==> config.mk <==
export PLATFORM = sky130hd
export DESIGN_NAME = wave_table_channel
export DESIGN_NICKNAME = d
export VERILOG_FILES = /design/src/rtl/wave_table_channel.sv
export SDC_FILE = /design/constraint.sdc
export NUM_CORES = 1
export LEC_CHECK = 0
export ABC_AREA = 1
export BUFFER_PORTS_ARGS = -buffer_cell sky130_fd_sc_hd__buf_4
export CAP_MARGIN = 20
export CORE_MARGIN = 4
export CORE_UTILIZATION = 53
export DETAILED_ROUTE_END_ITERATION = 10
export GPL_TIMING_DRIVEN = 0
export MAX_ROUTING_LAYER = met4
export PLACE_DENSITY = 0.71
export SYNTH_ARGS = -nofsm -noshare
export SYNTH_HDL_FRONTEND = slang
export SYNTH_SLANG_ARGS = --single-unit
==> constraint.sdc <==
create_clock -name clk -period 2.27 [get_ports clk]
set_clock_uncertainty 0.2 [all_clocks]
set_input_delay 0 -clock clk [delete_from_list [all_inputs] [get_ports clk]]
set_output_delay 0 -clock clk [all_outputs]
set_load 0.05 [all_outputs]
==> src/rtl/wave_table_channel.sv <==
// Wave-table playback channel: byte-packed sample RAM with CPU access, period timer,
// step counter, sample latch, volume shifter and length counter.
module wave_table_channel #(
  parameter int SAMPLE_W = 4,
  parameter int DEPTH    = 32,
  parameter int PERIOD_W = 11,
  parameter int LEN_W    = 8,
  localparam int SPB     = 8 / SAMPLE_W,
  localparam int BYTES   = DEPTH / SPB,
  localparam int ADDR_W  = $clog2(BYTES),
  localparam int STEP_W  = $clog2(DEPTH)
) (
  input  logic                clk,
  input  logic                reset,
  input  logic                slow_clk_en,
  input  logic                cpu_en,
  input  logic [ADDR_W-1:0]   addr,
  output logic [7:0]          rdata,
  input  logic [7:0]          wdata,
  input  logic                write,
  input  logic                dac_en,
  input  logic                init,
  input  logic [PERIOD_W-1:0] period,
  input  logic [1:0]          volume,
  input  logic                length_load,
  input  logic [LEN_W-1:0]    length_data,
  input  logic                length_en,
  input  logic                length_tick,
  output logic                playing,
  output logic [STEP_W-1:0]   step,
  output logic [SAMPLE_W-1:0] wave
);

  localparam int SPB_W = $clog2(SPB);

  logic [7:0]          mem [BYTES];
  logic [PERIOD_W-1:0] timer;
  logic [SAMPLE_W-1:0] sample_buf;
  logic [LEN_W-1:0]    len_cnt;

  logic [ADDR_W-1:0]   eff;
  logic [STEP_W-1:0]   step_nxt;
  logic [7:0]          nxt_byte;
  logic [SAMPLE_W-1:0] next_sample;
  logic                start;
  logic                len_tick;
  logic                len_expire;
  int unsigned         lane;

  // While playing the CPU is locked onto the byte currently being played.
  always_comb begin
    eff         = playing ? ADDR_W'(step >> SPB_W) : addr;
    rdata       = mem[eff];
    step_nxt    = step + 1'b1;
    nxt_byte    = mem[ADDR_W'(step_nxt >> SPB_W)];
    lane        = 32'(step_nxt) % SPB;
    // Even sample sits in the high nibble, so lane 0 needs the largest shift.
    next_sample = SAMPLE_W'(nxt_byte >> ((SPB - 1 - lane) * SAMPLE_W));
    start       = init && dac_en;
    len_tick    = length_tick && length_en && (len_cnt != '1);
    len_expire  = len_tick && (LEN_W'(len_cnt + 1'b1) == '1);
    wave        = (volume == 2'd0) ? '0 : SAMPLE_W'(sample_buf >> (volume - 2'd1));
  end

  always_ff @(posedge clk) begin
    if (reset) begin
      for (int unsigned i = 0; i < BYTES; i++) mem[i] <= '0;
      timer      <= '0;
      step       <= '0;
      sample_buf <= '0;
      len_cnt    <= '0;
      playing    <= 1'b0;
    end else begin
      if (cpu_en && write) mem[eff] <= wdata;

      if (start) begin
        playing <= 1'b1;
        timer   <= period;
        step    <= '0;
      end else if (!dac_en) begin
        playing <= 1'b0;
      end else if (len_expire) begin
        playing <= 1'b0;
      end else if (slow_clk_en && playing) begin
        if (timer == '1) begin
          timer      <= period;
          step       <= step_nxt;
          sample_buf <= next_sample;
        end else begin
          timer <= timer + 1'b1;
        end
      end

      if (length_load)               len_cnt <= length_data;
      else if (start && len_cnt == '1) len_cnt <= '0;
      else if (len_tick)             len_cnt <= len_cnt + 1'b1;
    end
  end

endmodule

==> out/results.tsv, run 1 <==
metric	value	unit
placed cell area	9830	um2
Ant. Diodes	0	
final count of negative-setup-slack endpoints	101	
Critical Path Fanout Max	10	
Die W	139	um
Max IR drop VDD	0.564	mV
# rows	47	
crit path time final	2.59	ns
Slew HR	0.142	
cell taking the most area after synthesis	edfxtp_1	
All-Layer GR Usage	0.322	
H-tree depth	4	
YS warnings	0	
Root Driver	clkbuf_16	
DRT Wirelength	31000	um
gr ovfl total	0	
placed insts	1456	
CTS tree	yes	
Syn Area/Cell	7.73	um2
via count	8868	
PD cells	619	nW/um2
delay of the slowest critical-path stage	0.36	ns
pin count of the biggest net entering global routing	20	
EDFF count, synth	128	
Largest delay share family, worst path	buffers and inverters	
filler cell count	1317	
layout cell share with drive strength beyond 1	0.232	
Post-Syn Nets	1225	
drt first-iter violations	1171	
layout net count	1383	
Distinct cells, synth	38	
post-route cell area	12100	um2
I/O Buffers	59	
status	finished with violations	
CP Capture Type	output pin	
RSZ-0062 raised after global routing	yes	
crit-path cells	buf_8 > inv_6 > o21ai_4 > buf_12 > nor2_4 > buf_12 > buf_8 > nand2_1 > o21ai_2 > o21ai_2 > nand4_1 > buf_6	
Multi-input gate area	4480	um2
drt drc	0	
slew at the pin closest to its max-slew limit	1.29	ns
DRT Pass-1 Iters	7	
vias in the first global route	8123	
Worst Path Required	2.07	ns
largest cells by area after synthesis	edfxtp_1, nand2_1, o21ai_0	
Hold Crit Class	input port to flip-flop	
Layout Area Growth over Synthesis	32.5	%
Die Y	139	um
CTS max path bufs	2	
CORE AREA	16700	um2
Reg clk slew, reported paths	0.07	ns
Startpoint Class	flip-flop	
Final Cycle Share	1.14	
Starting Density	0.545	
synthesized cell area	9100	um2
failing checks	negative setup slack	
Cells after Synth	1177	
Final Hold Viols	0	
CTS Sinks	157	
Max Cap Viol	0	
hold_ws	0.0880	ns
commonest cells after routing, fill and taps aside	nand2_1, nor2_1, edfxtp_1	
Die Area	19300	um2
vias per cell	5.66	
Async SR Flop Fraction	0	
synthesized flop and latch total	157	
fmax	386	MHz
buffer and inverter count on the worst path	6	
CTS Buf Count	17	
I/O pins	61	
setup_tns	-10.69	ns
crit path max-delay cell type	dfxtp_2	
WL per Instance	19.8	um
first-pass GRT wire length	46400	um
Synth top area share	0.422	
hpwl dp	21200	um
Leak	4.98	nW
most common library cell in the layout ignoring fill and taps	nand2_1	
Routed Antenna Nets	0	
critical path data arrival time	2.39	ns
Synth Flop Type	edfxtp_1	
gpl congestion	0.997	
Finished Core Util	0.722	
sequential cell area	4440	um2
PnR worst setup slack	-0.318	ns
Worst-Skew Late Latency	0.44	ns
post-route insts no fill	1568	
pins over their slew limit	0	
initial antenna violation count	0	
sequential-to-total area share from yosys stat	0.486	
CP Class	flip-flop to output pin	
-- synthesized netlist by cell type, types with 6 or more instances --
cell type,number
nand2_1,319
nor2_1,183
o21ai_0,151
edfxtp_1,128
inv_1,111
nand3_1,61
o21ai_1,41
dfxtp_1,29
buf_2,23
clkbuf_1,20
a21oi_1,19
nand2_2,13
nand4_1,12
inv_4,6
-- what timing repair did --
| item | CTS | global route |
|---|---|---|
| buffers inserted | 15 | 18 |
| hold endpoints to repair | 74 | 0 |
| setup endpoints to repair | 164 | 183 |
| hold buffers | 43 | 0 |
| resized for setup | 137 | 134 |
| pin swaps | 20 | 29 |
| gates cloned | 1 | 3 |
-- power breakdown --
part | switching, W | internal [W]
Clock | 0.00122 | 0.00172
Combinational | 0.000773 | 0.000449
Sequential | 0.0000738 | 0.00322
Total | 0.00206 | 0.00539
-- logic make-up after synthesis --
group	Yosys count	share of synthesized area
and+or+nand+nor	614	0.290
adders and majority gates	5	0.00687
buffers and inverters	175	0.0828
AOI/OAI and AO/OA	217	0.123
xor gates and xnor gates	9	0.0111
DFF	157	0.486
-- layer usage --
| layer | global-route usage | part of all wire | vias up |
|---|---|---|---|
| met5 | - | 0 | - |
| met4 | 0.111 | 0.032 | 0 |
| met3 | 0.0617 | 0.098 | 88 |
| met2 | 0.484 | 0.46 | 510 |
| met1 | 0.440 | 0.41 | 4105 |
| li1 | - | - | 4165 |
-- worst paths after layout --
| path | depth (start not counted) | endpoint | slack [ns] | from |
|---|---|---|---|---|
| max | 12 | rdata[0] | -0.32 | playing |
| min | 7 | timer[5] | 0.09 | slow_clk_en |
| max reg2reg | 13 | mem[15][1] | -0.17 | playing |
| min reg2reg | 2 | timer[5] | 0.34 | timer[5] |
-- worst register-to-register path: stages (launching register included) --
cell and delay [ns]:
dfxtp_2 0.36, buf_8 0.15, inv_6 0.05, o21ai_4 0.17, buf_12 0.15, inv_8 0.05
nor2_8 0.18, inv_8 0.08, buf_4 0.14, buf_6 0.12, nor2_8 0.16, buf_12 0.17
nand2_8 0.08, nand2_8 0.11
-- per-stage QoR --
step / power, W / setup WS (ns)
global route: 0.00767 / -0.322
finish: 0.00746 / -0.318
floorplan: 0.00391 / -0.0427
global placement: 0.00424 / -0.461
CTS: 0.00732 / -0.241
detailed placement: 0.00425 / -0.452
-- state kept, by name (all words and copies together) (netlist names) --
| register | flops |
|---|---|
| sample_buf | 4 |
| len_cnt | 8 |
| mem | 128 |
| timer | 11 |
| step | 5 |
| playing | 1 |
-- final cells by class --
| class | count | share of cell area |
|---|---|---|
| inverters | 122 | 0.0411 |
| repair inverters | 1 | 0.000415 |
| well taps | 220 | 0.0228 |
| clock inverters | 11 | 0.0109 |
| clock buffers | 21 | 0.0390 |
| plain buffers | 52 | 0.0362 |
| flip-flops and latches | 157 | 0.368 |
| multi-input cells | 846 | 0.372 |
| repair buffers | 138 | 0.109 |
No activity file was read; power rests on OpenSTA's default activity.
==> run 2: changes to the inputs <==
--- a/config.mk
+++ b/config.mk
@@ -9,11 +9,10 @@
 export BUFFER_PORTS_ARGS = -buffer_cell sky130_fd_sc_hd__buf_4
 export CAP_MARGIN = 20
 export CORE_MARGIN = 4
-export CORE_UTILIZATION = 53
+export CORE_UTILIZATION = 32
 export DETAILED_ROUTE_END_ITERATION = 10
 export GPL_TIMING_DRIVEN = 0
 export MAX_ROUTING_LAYER = met4
-export PLACE_DENSITY = 0.71
 export SYNTH_ARGS = -nofsm -noshare
 export SYNTH_HDL_FRONTEND = slang
 export SYNTH_SLANG_ARGS = --single-unit
==> run 2 against run 1 <==
Compared with the run above: the run still ends with negative setup slack left; die area increased by 61%; sequential cell count unchanged; combinational power shrank 3%; via count down 1.3%; power up 0.87%; global-route usage is 11 points lower.
==> out/results.tsv, run 2 (synthesis gave the netlist of run 1 again) <==
metric	value	unit	change
Slew HR	0.131		-0.0115
Startpoint Class	flip-flop		
I/O pins	61		unchanged
buffer and inverter count on the worst path	5		-1
max reg flops	128		unchanged
initial antenna violation count	0		unchanged
Reg clk slew, reported paths	0.07	ns	about the same
Critical Path Fanout Max	6		-4
Worst Path Required	2.07	ns	about the same
CP most frequent cell	buf_6		
CORE AREA	27900	um2	+67%
Ant. Diodes	0		unchanged
All-Layer GR Usage	0.210		-0.112
FF-to-FF Start	playing		
worst hold start	addr[3]		
status	finished with violations		
drt first-iter violations	936		-20%
crit path time final	2.58	ns	-0.00871 ns
# rows	61		+30%
failing checks	negative setup slack		
Psw	0.00213	W	+3.0%
H-tree depth	4		unchanged
Comb pwr share	0.156		-0.008
CTS Buf Count	17		unchanged
gpl congestion	0.990		-0.65%
Root Driver	clkbuf_16		
PD cells	625	nW/um2	+1.1%
DRT Pass-1 Iters	6		-1
fmax	388	MHz	+0.34%
slew at the pin closest to its max-slew limit	1.30	ns	+0.0172 ns
DRT Wirelength	31900	um	+2.8%
layout cell share with drive strength beyond 1	0.207		-0.0247
vias in the first global route	8540		+5.1%
delay of the slowest critical-path stage	0.35	ns	about the same
Clock power frac	0.405		+0.011
I/O Buffers	59		unchanged
hold path cells	6		-1
crit-path cells	buf_6 > inv_6 > nand2_4 > o21ai_4 > buf_12 > nor2_4 > buf_6 > nand2_1 > o21ai_0 > o21ai_1 > nand4_1 > buf_6		
drt drc	0		unchanged
CTS Sinks	157		unchanged
crit path max-delay cell type	dfxtp_2		
Sequential Power Share	0.439		-0.003
sw frac	0.283		+0.00597
Final Cycle Share	1.14		-0.00384
RSZ-0062 raised after global routing	yes		
WL per Instance	18.6	um	-5.9%
Starting Density	0.326		-0.219
CP Class	flip-flop to output pin		
worst r2r path cells	10		-3
Worst-Skew Late Latency	0.44	ns	about the same
Max Cap Viol	0		unchanged
first-pass GRT wire length	48700	um	+4.9%
Internal Power	0.00539	W	about the same
pins over their slew limit	0		unchanged
Die Area	31200	um2	+61%
most common library cell in the layout ignoring fill and taps	nand2_1		
final count of negative-setup-slack endpoints	34		-66%
critical path data arrival time	2.38	ns	about the same
Max IR drop VDD	0.359	mV	-36%
PnR worst setup slack	-0.309	ns	+0.00871 ns
Final Hold Viols	0		unchanged
CTS tree	yes		
Worst Hold End	mem[6][4]		
hpwl dp	22300	um	+5.3%
Die W	177	um	+27%
CP Capture Type	output pin		
reg2reg setup slack	-0.24	ns	-0.07 ns
Hold Crit Class	input port to flip-flop		
Finished Core Util	0.431		-0.291
gr ovfl total	0		unchanged
layout net count	1370		-0.94%
Die Y	177	um	+27%
vias per cell	5.11		-9.6%
Routed Antenna Nets	0		unchanged
Layout Area Growth over Synthesis	32.1	%	
hold_ws	0.110	ns	+0.0221 ns
CTS max path bufs	2		unchanged
biggest regs	mem x128, timer x11, len_cnt x8		
Most flops, register	mem		
pin count of the biggest net entering global routing	20		unchanged
FF-to-FF End	mem[5][5]		
Leak	4.94	nW	-0.72%
commonest cells after routing, fill and taps aside	nand2_1, nor2_1, edfxtp_1		
via count	8756		-1.3%
Largest delay share family, worst path	buffers and inverters		
run 2: changes by cell type in the layout (fill, tap and decap cells not counted), sizes merged:
| cell | before | now |
|---|---|---|
| clkinvlp | 3 | 4 |
| clkinv | 5 | 4 |
| clkbuf | 41 | 36 |
| inv | 124 | 126 |
| buf | 127 | 116 |
| nand2 | 338 | 337 |
| bufinv | 2 | 3 |
| dlygate4sd3 | 43 | 44 |
run 2: metrics by stage:
stage | setup slack, ns | area, um2 | total power [W] | instances | TNS [ns]
final | -0.309 | 12000 | 0.00752 | 1713 | -5.56
after CTS | -0.295 | 11600 | 0.00745 | 1702 | -6.61
after floorplan | -0.0427 | 9120 | 0.00391 | 1177 | -1.41
after global placement | -0.453 | 10000 | 0.00426 | 1614 | -36.36
after detailed placement | -0.458 | 10000 | 0.00427 | 1614 | -38.67
after global routing | -0.345 | 12000 | 0.00775 | 1713 | -10.83
run 2: how the worst max path moves through the flow:
stage,from,endpoint,slack (ns),cells past startpoint
finish,playing,rdata[0],-0.31,12
global route,playing,rdata[7],-0.35,8
CTS,playing,rdata[1],-0.29,8
detailed placement,playing,mem[10][5],-0.46,7
global placement,playing,mem[5][6],-0.45,9
floorplan,step[2],mem[10][0],-0.04,9
run 2: repair_timing:
action                                  4_1_cts  5_1_grt
setup buffers                                11       10
endpoints found under the setup margin      172      156
endpoints found under the hold margin        74        0
hold buffers                                 44        0
pin swaps                                    17       21
gates cloned                                  2        0
gates resized for setup                     139      103
run 2: metal layers:
metal  track usage  vias to the layer above  part of all wire
met5             -                        -                 0
met4        0.0787                        0             0.040
met3        0.0293                       82             0.072
met2         0.347                      390              0.49
met1         0.262                     4151              0.40
li1              -                     4133                 -
run 2: final cells by class:
| cell class | count | area [um2] |
|---|---|---|
| Tap cell | 378 | 473 |
| Timing Repair Buffer | 127 | 1170 |
| Clock inverter | 15 | 186 |
| Buffer | 52 | 469 |
| Sequential cell | 157 | 4440 |
| Clock buffer | 17 | 425 |
| Fill cell | 2783 | 15900 |
| Multi-Input combinational cell | 845 | 4360 |
| Inverter | 122 | 500 |
run 2: power by group through the flow:
stage / registers [W] / logic, W / clock network (W)
6_report: 0.00330 / 0.00118 / 0.00305
3_3_place_gp: 0.00336 / 0.000903 / 0
3_5_place_dp: 0.00336 / 0.000908 / 0
2_1_floorplan: 0.00334 / 0.000573 / 0
4_1_cts: 0.00330 / 0.00110 / 0.00306
5_1_grt: 0.00331 / 0.00126 / 0.00319
run 2: worst register-to-register path: cells and delay by family (launching register included):
family	cells	cell delay [ns]
simple gates	5	1.15
buf+inv	4	0.42
flops	1	0.35
compound gates	1	0.06
